<file path="config.mk">
export PLATFORM = sky130hd
export DESIGN_NAME = axi_wdata_packer
export DESIGN_NICKNAME = d
export VERILOG_FILES = /design/src/rtl/axi_wdata_packer.sv
export SDC_FILE = /design/constraint.sdc
export NUM_CORES = 1
export LEC_CHECK = 0
export ABC_AREA = 1
export CORE_MARGIN = 8
export CORE_UTILIZATION = 41
export CTS_CLUSTER_DIAMETER = 120
export DETAILED_ROUTE_END_ITERATION = 10
export SYNTH_ARGS = -nofsm -noshare
export SYNTH_HDL_FRONTEND = slang
export SYNTH_SLANG_ARGS = --single-unit
export TNS_END_PERCENT = 30
</file>
<file path="constraint.sdc">
create_clock -name clk -period 3 [get_ports clk]
set_input_delay 0.6 -clock clk [delete_from_list [all_inputs] [get_ports clk]]
set_output_delay 0.6 -clock clk [all_outputs]
set_load 0.1 [all_outputs]
</file>
<file path="src/rtl/axi_wdata_packer.sv">
// axi_wdata_packer: accepts upstream AXI write bursts of 16-bit beats, packs them
// into 128-bit words with byte strobes, issues them as a DDR AXI4 write burst and
// forwards the DDR write response back upstream. One burst is in flight at a time.
module axi_wdata_packer #(
    parameter int ADDR_W = 32,
    parameter int ID_W   = 4
) (
    input  logic              clk,
    input  logic              reset,
    input  logic [ADDR_W-1:0] s_awaddr,
    input  logic [3:0]        s_awlen,
    input  logic [ID_W-1:0]   s_awid,
    input  logic              s_awvalid,
    output logic              s_awready,
    input  logic [15:0]       s_wdata,
    input  logic [1:0]        s_wstrb,
    input  logic              s_wvalid,
    output logic              s_wready,
    output logic [ID_W-1:0]   s_bid,
    output logic [1:0]        s_bresp,
    output logic              s_bvalid,
    input  logic              s_bready,
    output logic [ADDR_W-1:0] m_awaddr,
    output logic [3:0]        m_awlen,
    output logic              m_awvalid,
    input  logic              m_awready,
    output logic [127:0]      m_wdata,
    output logic [15:0]       m_wstrb,
    output logic              m_wlast,
    output logic              m_wvalid,
    input  logic              m_wready,
    input  logic [1:0]        m_bresp,
    input  logic              m_bvalid,
    output logic              m_bready
);

    typedef enum logic [1:0] {
        ST_IDLE = 2'd0,
        ST_ADDR = 2'd1,
        ST_DATA = 2'd2,
        ST_RESP = 2'd3
    } state_t;

    state_t          state_r;
    state_t          state_s;
    logic [ID_W-1:0] id_r;
    logic [3:0]      len_r;
    logic [4:0]      beat_cnt_r;      // upstream beats accepted so far (0..16)
    logic [2:0]      lane_r;          // 16-bit lane the next beat lands in
    logic [127:0]    buf_data_r;
    logic [15:0]     buf_strb_r;

    logic            aw_fire_s;
    logic            w_fire_s;
    logic            mw_fire_s;
    logic            mb_fire_s;
    logic            sb_fire_s;
    logic            last_beat_s;
    logic            flush_s;
    logic            room_s;
    logic [127:0]    merge_data_s;
    logic [15:0]     merge_strb_s;
    logic            addr_bit0_unused_s;

    // Beat addresses are halfword aligned, so the byte-select bit carries no information.
    assign addr_bit0_unused_s = s_awaddr[0];

    assign aw_fire_s   = s_awvalid & s_awready;
    assign w_fire_s    = s_wvalid & s_wready;
    assign mw_fire_s   = m_wvalid & m_wready;
    assign mb_fire_s   = m_bvalid & m_bready;
    assign sb_fire_s   = s_bvalid & s_bready;
    assign room_s      = (beat_cnt_r <= {1'b0, len_r});
    assign last_beat_s = (beat_cnt_r == {1'b0, len_r});
    assign flush_s     = (lane_r == 3'd7) | last_beat_s;

    // Pack buffer with the incoming beat dropped into its lane.
    always_comb begin
        merge_data_s = buf_data_r;
        merge_strb_s = buf_strb_r;
        merge_data_s[{lane_r, 4'b0000} +: 16] = s_wdata;
        merge_strb_s[{lane_r, 1'b0} +: 2]     = s_wstrb;
    end

    // Ready outputs: decoded from the state, forced low while reset is asserted.
    always_comb begin
        s_awready = 1'b0;
        s_wready  = 1'b0;
        m_bready  = 1'b0;
        if (reset) begin
            s_awready = 1'b0;
            s_wready  = 1'b0;
            m_bready  = 1'b0;
        end else begin
            case (state_r)
                ST_IDLE: s_awready = 1'b1;
                // A beat may only be taken when its word (if it completes one) has a free slot.
                ST_DATA: s_wready  = room_s & (~m_wvalid | m_wready);
                ST_RESP: m_bready  = ~s_bvalid;
                default: s_awready = 1'b0;
            endcase
        end
    end

    // Next-state decode for the burst sequencer.
    always_comb begin
        state_s = state_r;
        case (state_r)
            ST_IDLE: begin
                if (aw_fire_s) begin
                    state_s = ST_ADDR;
                end else begin
                    state_s = ST_IDLE;
                end
            end
            ST_ADDR: begin
                if (m_awvalid & m_awready) begin
                    state_s = ST_DATA;
                end else begin
                    state_s = ST_ADDR;
                end
            end
            ST_DATA: begin
                if (mw_fire_s & m_wlast) begin
                    state_s = ST_RESP;
                end else begin
                    state_s = ST_DATA;
                end
            end
            ST_RESP: begin
                if (sb_fire_s) begin
                    state_s = ST_IDLE;
                end else begin
                    state_s = ST_RESP;
                end
            end
            default: state_s = ST_IDLE;
        endcase
    end

    // Burst sequencer state register.
    always_ff @(posedge clk) begin
        if (reset) begin
            state_r <= ST_IDLE;
        end else begin
            state_r <= state_s;
        end
    end

    // DDR address channel: derive aligned address and word count from the upstream burst.
    always_ff @(posedge clk) begin
        if (reset) begin
            id_r      <= '0;
            len_r     <= 4'd0;
            m_awaddr  <= '0;
            m_awlen   <= 4'd0;
            m_awvalid <= 1'b0;
        end else if (aw_fire_s) begin
            id_r      <= s_awid;
            len_r     <= s_awlen;
            m_awaddr  <= {s_awaddr[ADDR_W-1:4], 4'h0};
            // Last lane touched, divided by 8 lanes per word, gives DDR beats minus one.
            m_awlen   <= 4'(({2'b00, s_awaddr[3:1]} + {1'b0, s_awlen}) >> 3);
            m_awvalid <= 1'b1;
        end else if (m_awvalid & m_awready) begin
            m_awvalid <= 1'b0;
        end
    end

    // Pack upstream beats into lanes and hand completed words to the DDR W channel.
    always_ff @(posedge clk) begin
        if (reset) begin
            beat_cnt_r <= 5'd0;
            lane_r     <= 3'd0;
            buf_data_r <= 128'd0;
            buf_strb_r <= 16'd0;
            m_wdata    <= 128'd0;
            m_wstrb    <= 16'd0;
            m_wlast    <= 1'b0;
            m_wvalid   <= 1'b0;
        end else if (aw_fire_s) begin
            beat_cnt_r <= 5'd0;
            lane_r     <= s_awaddr[3:1];
            buf_data_r <= 128'd0;
            buf_strb_r <= 16'd0;
        end else if (w_fire_s) begin
            beat_cnt_r <= beat_cnt_r + 5'd1;
            lane_r     <= lane_r + 3'd1;
            if (flush_s) begin
                // Reload in the same cycle as a handshake keeps the stream back-to-back.
                m_wdata    <= merge_data_s;
                m_wstrb    <= merge_strb_s;
                m_wlast    <= last_beat_s;
                m_wvalid   <= 1'b1;
                buf_data_r <= 128'd0;
                buf_strb_r <= 16'd0;
            end else begin
                buf_data_r <= merge_data_s;
                buf_strb_r <= merge_strb_s;
                if (mw_fire_s) begin
                    m_wvalid <= 1'b0;
                end
            end
        end else if (mw_fire_s) begin
            m_wvalid <= 1'b0;
        end
    end

    // Response path: capture the DDR response once and hold it until upstream takes it.
    always_ff @(posedge clk) begin
        if (reset) begin
            s_bid    <= '0;
            s_bresp  <= 2'b00;
            s_bvalid <= 1'b0;
        end else if (mb_fire_s) begin
            s_bid    <= id_r;
            s_bresp  <= m_bresp;
            s_bvalid <= 1'b1;
        end else if (sb_fire_s) begin
            s_bvalid <= 1'b0;
        end
    end

endmodule

</file>
* Word level (Yosys, flattened, before mapping) *
Index checks and enable logic that the tools add are counted.

storage, ports and cells
  flip-flop bits (word level) = 346
  input port bits = 68

operators by class
  add/sub/neg operators = 5
  magnitude comparators = 1
  equal/unequal tests = 5
  muxes and demuxes = 24
  bitwise logic cells = 13
  reductions and logical operators = 6
  shifts and indexed selects = 4

operators by type and width
  cell                                                                       count
  128-bit bitwise mux                                                        1
  128-bit 2-to-1 mux                                                         1
  16-bit by 9-bit variable shift with 128-bit output (first input constant)  1
  16-bit by 9-bit variable part select with 128-bit output                   1
  16-bit bitwise mux                                                         1
  16-bit 2-to-1 mux                                                          1
  2-bit by 6-bit variable shift with 16-bit output (first input constant)    1
  2-bit by 6-bit variable part select with 16-bit output                     1
  1-bit 2-to-1 mux                                                           15
  7-bit negation with 9-bit output                                           1
  1-bit AND                                                                  8
  2-bit one-hot mux with 4 select lines                                      1
  3-bit 2-to-1 mux                                                           2
  4-bit negation with 6-bit output                                           1
  2-bit nonzero test                                                         3
  3-bit by 4-bit adder with 5-bit output                                     1
  5-bit by 1-bit adder with 5-bit output (second input constant)             1
  5-bit by 4-bit equality test with 1-bit output                             1
  5-bit by 4-bit less-or-equal comparator with 1-bit output                  1
  2-bit equality test (second input constant)                                2
  2-bit 2-to-1 mux                                                           2
  3-bit by 1-bit adder with 3-bit output (second input constant)             1
  3-bit equality test (second input constant)                                1
  1-bit NOT                                                                  3
  other kinds (5)                                                            6

* Longest topological paths before layout *
  word-level depth = 8
  mapped depth = 14
  gate-level depth less buffers = 12

* Least setup slack after synthesis *
OpenSTA, ideal clock, no wires.

  path type = in2reg
  start point = input reset
  end point = register m_awaddr[10]
  slack = -1.010 ns
  stages = 8
  data required time = 2.881 ns
  library setup time = 0.119 ns
  arrival time = 3.892 ns
  buffers on the path = 4
  cells stage by stage = buf_4 nor3_1 and2_1 buf_4 nor2_2 buf_2 buf_2 a22o_1

between the ends
  word-level cells in the longest chain between the ends = 2

ends and longest elaborated chain
  what                  RTL line  text
  from (decl)           9         input logic reset,
  1-bit 2-to-1 mux      90        if (reset) begin
  net s_awready         14        output logic s_awready,
  1-bit AND             68        assign aw_fire_s = s_awvalid & s_awready;
  to (signal assigned)  161       m_awaddr <= {s_awaddr[ADDR_W-1:4], 4'h0};
  to (decl)             23        output logic [ADDR_W-1:0] m_awaddr,

The timed path passes the listed nets, and every way through them passes these cells.
A chain may end at the register's enable or synchronous reset.

* Worst setup path after layout *
  start point = register lane_r[1]
  end point = register buf_strb_r[15]

between the ends
  word-level cells in the longest chain between the ends = 4

ends and longest elaborated chain
  what                                                                                                                        RTL line  text
  from (decl)                                                                                                                 49        logic [2:0] lane_r;
  from (signal assigned)                                                                                                      183       lane_r <= s_awaddr[3:1];
  from (signal assigned)                                                                                                      188       lane_r <= lane_r + 3'd1;
  4-bit negation with 6-bit output                                                                                            82        merge_strb_s[{lane_r, 1'b0} +: 2] = s_wstrb;
  2-bit by 6-bit variable part select with 16-bit output or 2-bit by 6-bit variable shift with 16-bit output (tied branches)  82
  16-bit bitwise mux                                                                                                          82
  16-bit 2-to-1 mux (*)                                                                                                       189       if (flush_s) begin
  to (signal assigned)                                                                                                        199       buf_strb_r <= merge_strb_s;
  to (decl)                                                                                                                   51        logic [15:0] buf_strb_r;

Mark *: on every way between the ends. The rest lies on a longest branch, timed or not.

==> qor.csv <==
stage,metric,value,unit
critical_path,Worst Setup End Kind,register,
critical_path,cells on worst reg2reg path,10,
synthesis,total standard cell area after synthesis,0.0165,mm^2
routing,drt drc,0,
power_and_ir_drop,maximum VDD drop,0.349,mV
cts,sink count of the clock tree,346,
synthesis,post-synthesis average cell area,6.49,um^2
routing,mean number of vias per cell,4.70,
grt,Most Crowded Layer GR,met2,
timing,minimum period implied by the final worst setup slack,2.75,ns
critical_path,crit path DAT,3.18,ns
grt,Congestion Overflow GR,0,
cells_and_area,final layout net count,2803,
power_and_ir_drop,net switching power,3.02,mW
routing,first-pass iteration count of the detailed router,7,
cells_and_area,"commonest non-fill, non-tap cells in the layout","sky130_fd_sc_hd__nand2_1, sky130_fd_sc_hd__nor2_1, sky130_fd_sc_hd__inv_1",
grt,fraction of met3 tracks used by global routing,0.0351,
die,core area,0.0397,mm^2
placed_design,pre-CTS WS,0.245,ns
critical_path,critical register-to-register path endpoint,buf_strb_r[15],
cts,count of H-tree levels built during CTS,2,
grt,Global Route Usage Sum,0.204,
synthesis,synthesis-stage register bit count,346,
die,die boundary width,217,um
power_and_ir_drop,switching share of total power,0.278,
routing,wire length per cell after detailed routing,15.0,um
critical_path,Crit path required time,3.43,ns
power_and_ir_drop,power share of the combinational group,0.125,
cts,clock tree from TritonCTS,built,
routing,Detailed Route WL,49300,um
routing,remaining number of nets flagged by the antenna check after routing,0,
cells_and_area,most frequent standard cell in the layout excluding fill and tap cells,sky130_fd_sc_hd__nand2_1,
critical_path,startpoint-to-endpoint class of the critical path,reg2reg,
timing,Clock Skews,0.0177,ns
critical_path,minimum setup slack among reg-to-reg paths,0.25,ns
timing,Setup Viol. Count Final,0,
die,placement row count,73,
critical_path,buffers plus inverters on the worst setup path,3,
timing,setup slack after layout,0.246,ns
placed_design,Port-buffer cells,253,
timing,worst slew margin relative to its limit,0.390,
die,initial cell density of the core,0.415,
grt,global-route wire length before repair,78500,um
min_path,hold endpoint,state_r[0],
synthesis,distinct cell type count of the synthesized netlist,33,
min_path,HP Start,reset,
critical_path,cells along the critical path,inv_1 -> ha_1 -> ha_1 -> inv_1 -> nand3_2 -> buf_4 -> o21ai_0 -> nor2_1 -> o21ai_0 -> nor2_1,
timing,period utilisation layout,0.918,
grt,antenna violations before repair,1,
grt,met2 capacity usage during global routing,0.335,
power_and_ir_drop,Total Power,10.9,mW
critical_path,crit-path max cell delay,0.41,ns
cts,clock-pin slew on the worst setup and hold paths,0.06,ns
critical_path,number of cells on the critical path,10,
grt,number of global-route vias before repair,14434,
cts,clock tree buffer depth,3,
power_and_ir_drop,part of the power in the clock network,0.442,
timing,slew at the pin with the worst max-slew slack,0.915,ns
die,die footprint,0.0469,mm^2
cts,Skew-Pair Late Insertion Delay,0.56,ns
critical_path,critical-path maximum fanout,21,
power_and_ir_drop,Sequential Power Share,0.432,
timing,Worst Hold Slack,0.457,ns
timing,Final Hold Fails,0,
critical_path,gate family responsible for the most delay along the worst path,buffers and inverters,
cells_and_area,signed area change from the synthesized netlist to the final layout,22.8,%
synthesis,"Warnings, synthesis",0,
routing,initial drt markers,1061,
cts,library cell used as clock root buffer,sky130_fd_sc_hd__clkbuf_16,
synthesis,fraction of the yosys area taken by sequential cells,0.420,
timing,achievable frequency,363,MHz
placed_design,placed wire-length estimate after detailed placement,33600,um
cts,post-CTS setup-driven buffer insertion count,0,
status,outcome,"complete, no violations",
die,Die Span Y,217,um
run,number of max-cap violations,0,
cts,number of buffers created by CTS,40,
min_path,hold depth,2,
timing,unrepaired setup endpoints after global routing,true,
critical_path,startpoint of the worst setup timing path,lane_r[1],
cells_and_area,layout cell share with drive strength beyond 1,0.110,
routing,via count,15387,
timing,setup TNS,0,ns
die,total I/O pin count,261,
synthesis,gate count after technology mapping,2542,
grt,met1 track utilization from global routing,0.272,
min_path,path type of the worst min-delay path,in2reg,
power_and_ir_drop,Internal Pwr Total,7.83,mW
timing,fin. max-slew vios,0,
power_and_ir_drop,power density relative to cell area,535,mW/mm^2
grt,maximum number of pins on one net before global-route repair,213,
critical_path,Crit Reg-Reg Startpoint,lane_r[1],
power_and_ir_drop,leak pwr,10.6,nW
placed_design,routability-driven placement congestion ratio,0.798,
cells_and_area,final core occ,0.510,
critical_path,critical path launch point type,register,
critical_path,Slowest cell on crit path,sky130_fd_sc_hd__dfxtp_1,
## metrics by stage
| step | cell area (um^2) | std cells |
|---|---|---|
| after floorplan | 16500 | 2547 |
| after global placement | 19000 | 3204 |
| after detailed placement | 19000 | 3204 |
| after CTS | 20200 | 3276 |
| after global routing | 20300 | 3277 |
| final | 20300 | 3277 |
## synthesized netlist by cell type
cell,n,share of area
sky130_fd_sc_hd__nor2_1,430,0.098
sky130_fd_sc_hd__nor2_2,2,0.00076
sky130_fd_sc_hd__nand4_1,6,0.0023
sky130_fd_sc_hd__inv_1,405,0.092
sky130_fd_sc_hd__xor2_1,2,0.0011
sky130_fd_sc_hd__nand2_1,662,0.15
sky130_fd_sc_hd__xnor2_1,1,0.00053
sky130_fd_sc_hd__buf_2,51,0.015
sky130_fd_sc_hd__a32o_1,1,0.00061
sky130_fd_sc_hd__a22o_1,34,0.018
sky130_fd_sc_hd__conb_1,1,0.00023
sky130_fd_sc_hd__nand2_2,1,0.00038
sky130_fd_sc_hd__nand3_2,7,0.0042
sky130_fd_sc_hd__clkbuf_2,1,0.00030
sky130_fd_sc_hd__o21bai_1,53,0.024
sky130_fd_sc_hd__a211oi_4,1,0.0012
sky130_fd_sc_hd__clkinv_1,1,0.00023
sky130_fd_sc_hd__o21ai_1,9,0.0027
sky130_fd_sc_hd__buf_4,10,0.0045
sky130_fd_sc_hd__nor3_2,1,0.00061
sky130_fd_sc_hd__and2_1,54,0.020
sky130_fd_sc_hd__buf_1,3,0.00068
sky130_fd_sc_hd__nand3_4,1,0.0011
sky130_fd_sc_hd__dfxtp_1,346,0.42
sky130_fd_sc_hd__a31oi_1,2,0.00076
sky130_fd_sc_hd__nor3_1,7,0.0021
sky130_fd_sc_hd__a21oi_1,37,0.011
sky130_fd_sc_hd__nand3_1,35,0.011
sky130_fd_sc_hd__ha_1,14,0.011
sky130_fd_sc_hd__o21ai_0,269,0.082
sky130_fd_sc_hd__buf_6,4,0.0027
sky130_fd_sc_hd__clkbuf_1,89,0.020
sky130_fd_sc_hd__inv_2,2,0.00046
## cells by family (layout without fill, tap and decap cells)
logic type / Yosys count / in the layout / synth area share
fa+ha+maj: 14 / 14 / 0.0106
simple gates: 1206 / 1206 / 0.291
other cells: 1 / 7 / 0.000227
compound gates: 406 / 406 / 0.140
buf+inv: 566 / 770 / 0.137
xor+xnor: 3 / 3 / 0.00159
flops: 346 / 346 / 0.420
## repair_timing
action,in CTS,in global routing
gates resized for setup,0,5
hold buffers,0,0
endpoints found under the setup margin,0,20
## cell type report
cell class	count	area [um^2]
inverters	408	1530
fillers	4021	19500
well taps	525	657
multi-input cells	1635	7390
clock buffers	65	1210
clock inverters	7	67.6
diodes	1	2.50
flip-flops and latches	346	6930
repair buffers	290	2490
## power groups by stage
stage	logic [mW]	registers, mW	clock network, mW
finish	1.36	4.69	4.80
global route	1.46	4.70	5.11
CTS	1.36	4.69	4.93
detailed placement	1.35	4.79	0
global placement	1.34	4.79	0
floorplan	0.618	5.11	0
## state kept, by name, summed over array words and instances (netlist names), 3 cells and up
name        flops
buf_data_r    128
m_wdata       128
m_awaddr       28
buf_strb_r     16
m_wstrb        16
beat_cnt_r      5
id_r            4
len_r           4
s_bid           4
lane_r          3
## routing by layer
layer  part of all wire  wire, um  vias up
met5                  0         0        -
met4              0.022      1090        0
met3              0.054      2680       58
met2               0.46     22600      327
met1               0.47     22900     6989
li1                   -         -     8013
## worst max-delay path by stage
stage | end
after global placement | buf_data_r[74]
after floorplan | s_bid[0]
final | buf_strb_r[15]
after global routing | buf_data_r[118]
after CTS | s_wready
after detailed placement | buf_data_r[66]
Power figures use the tool's default switching activity.
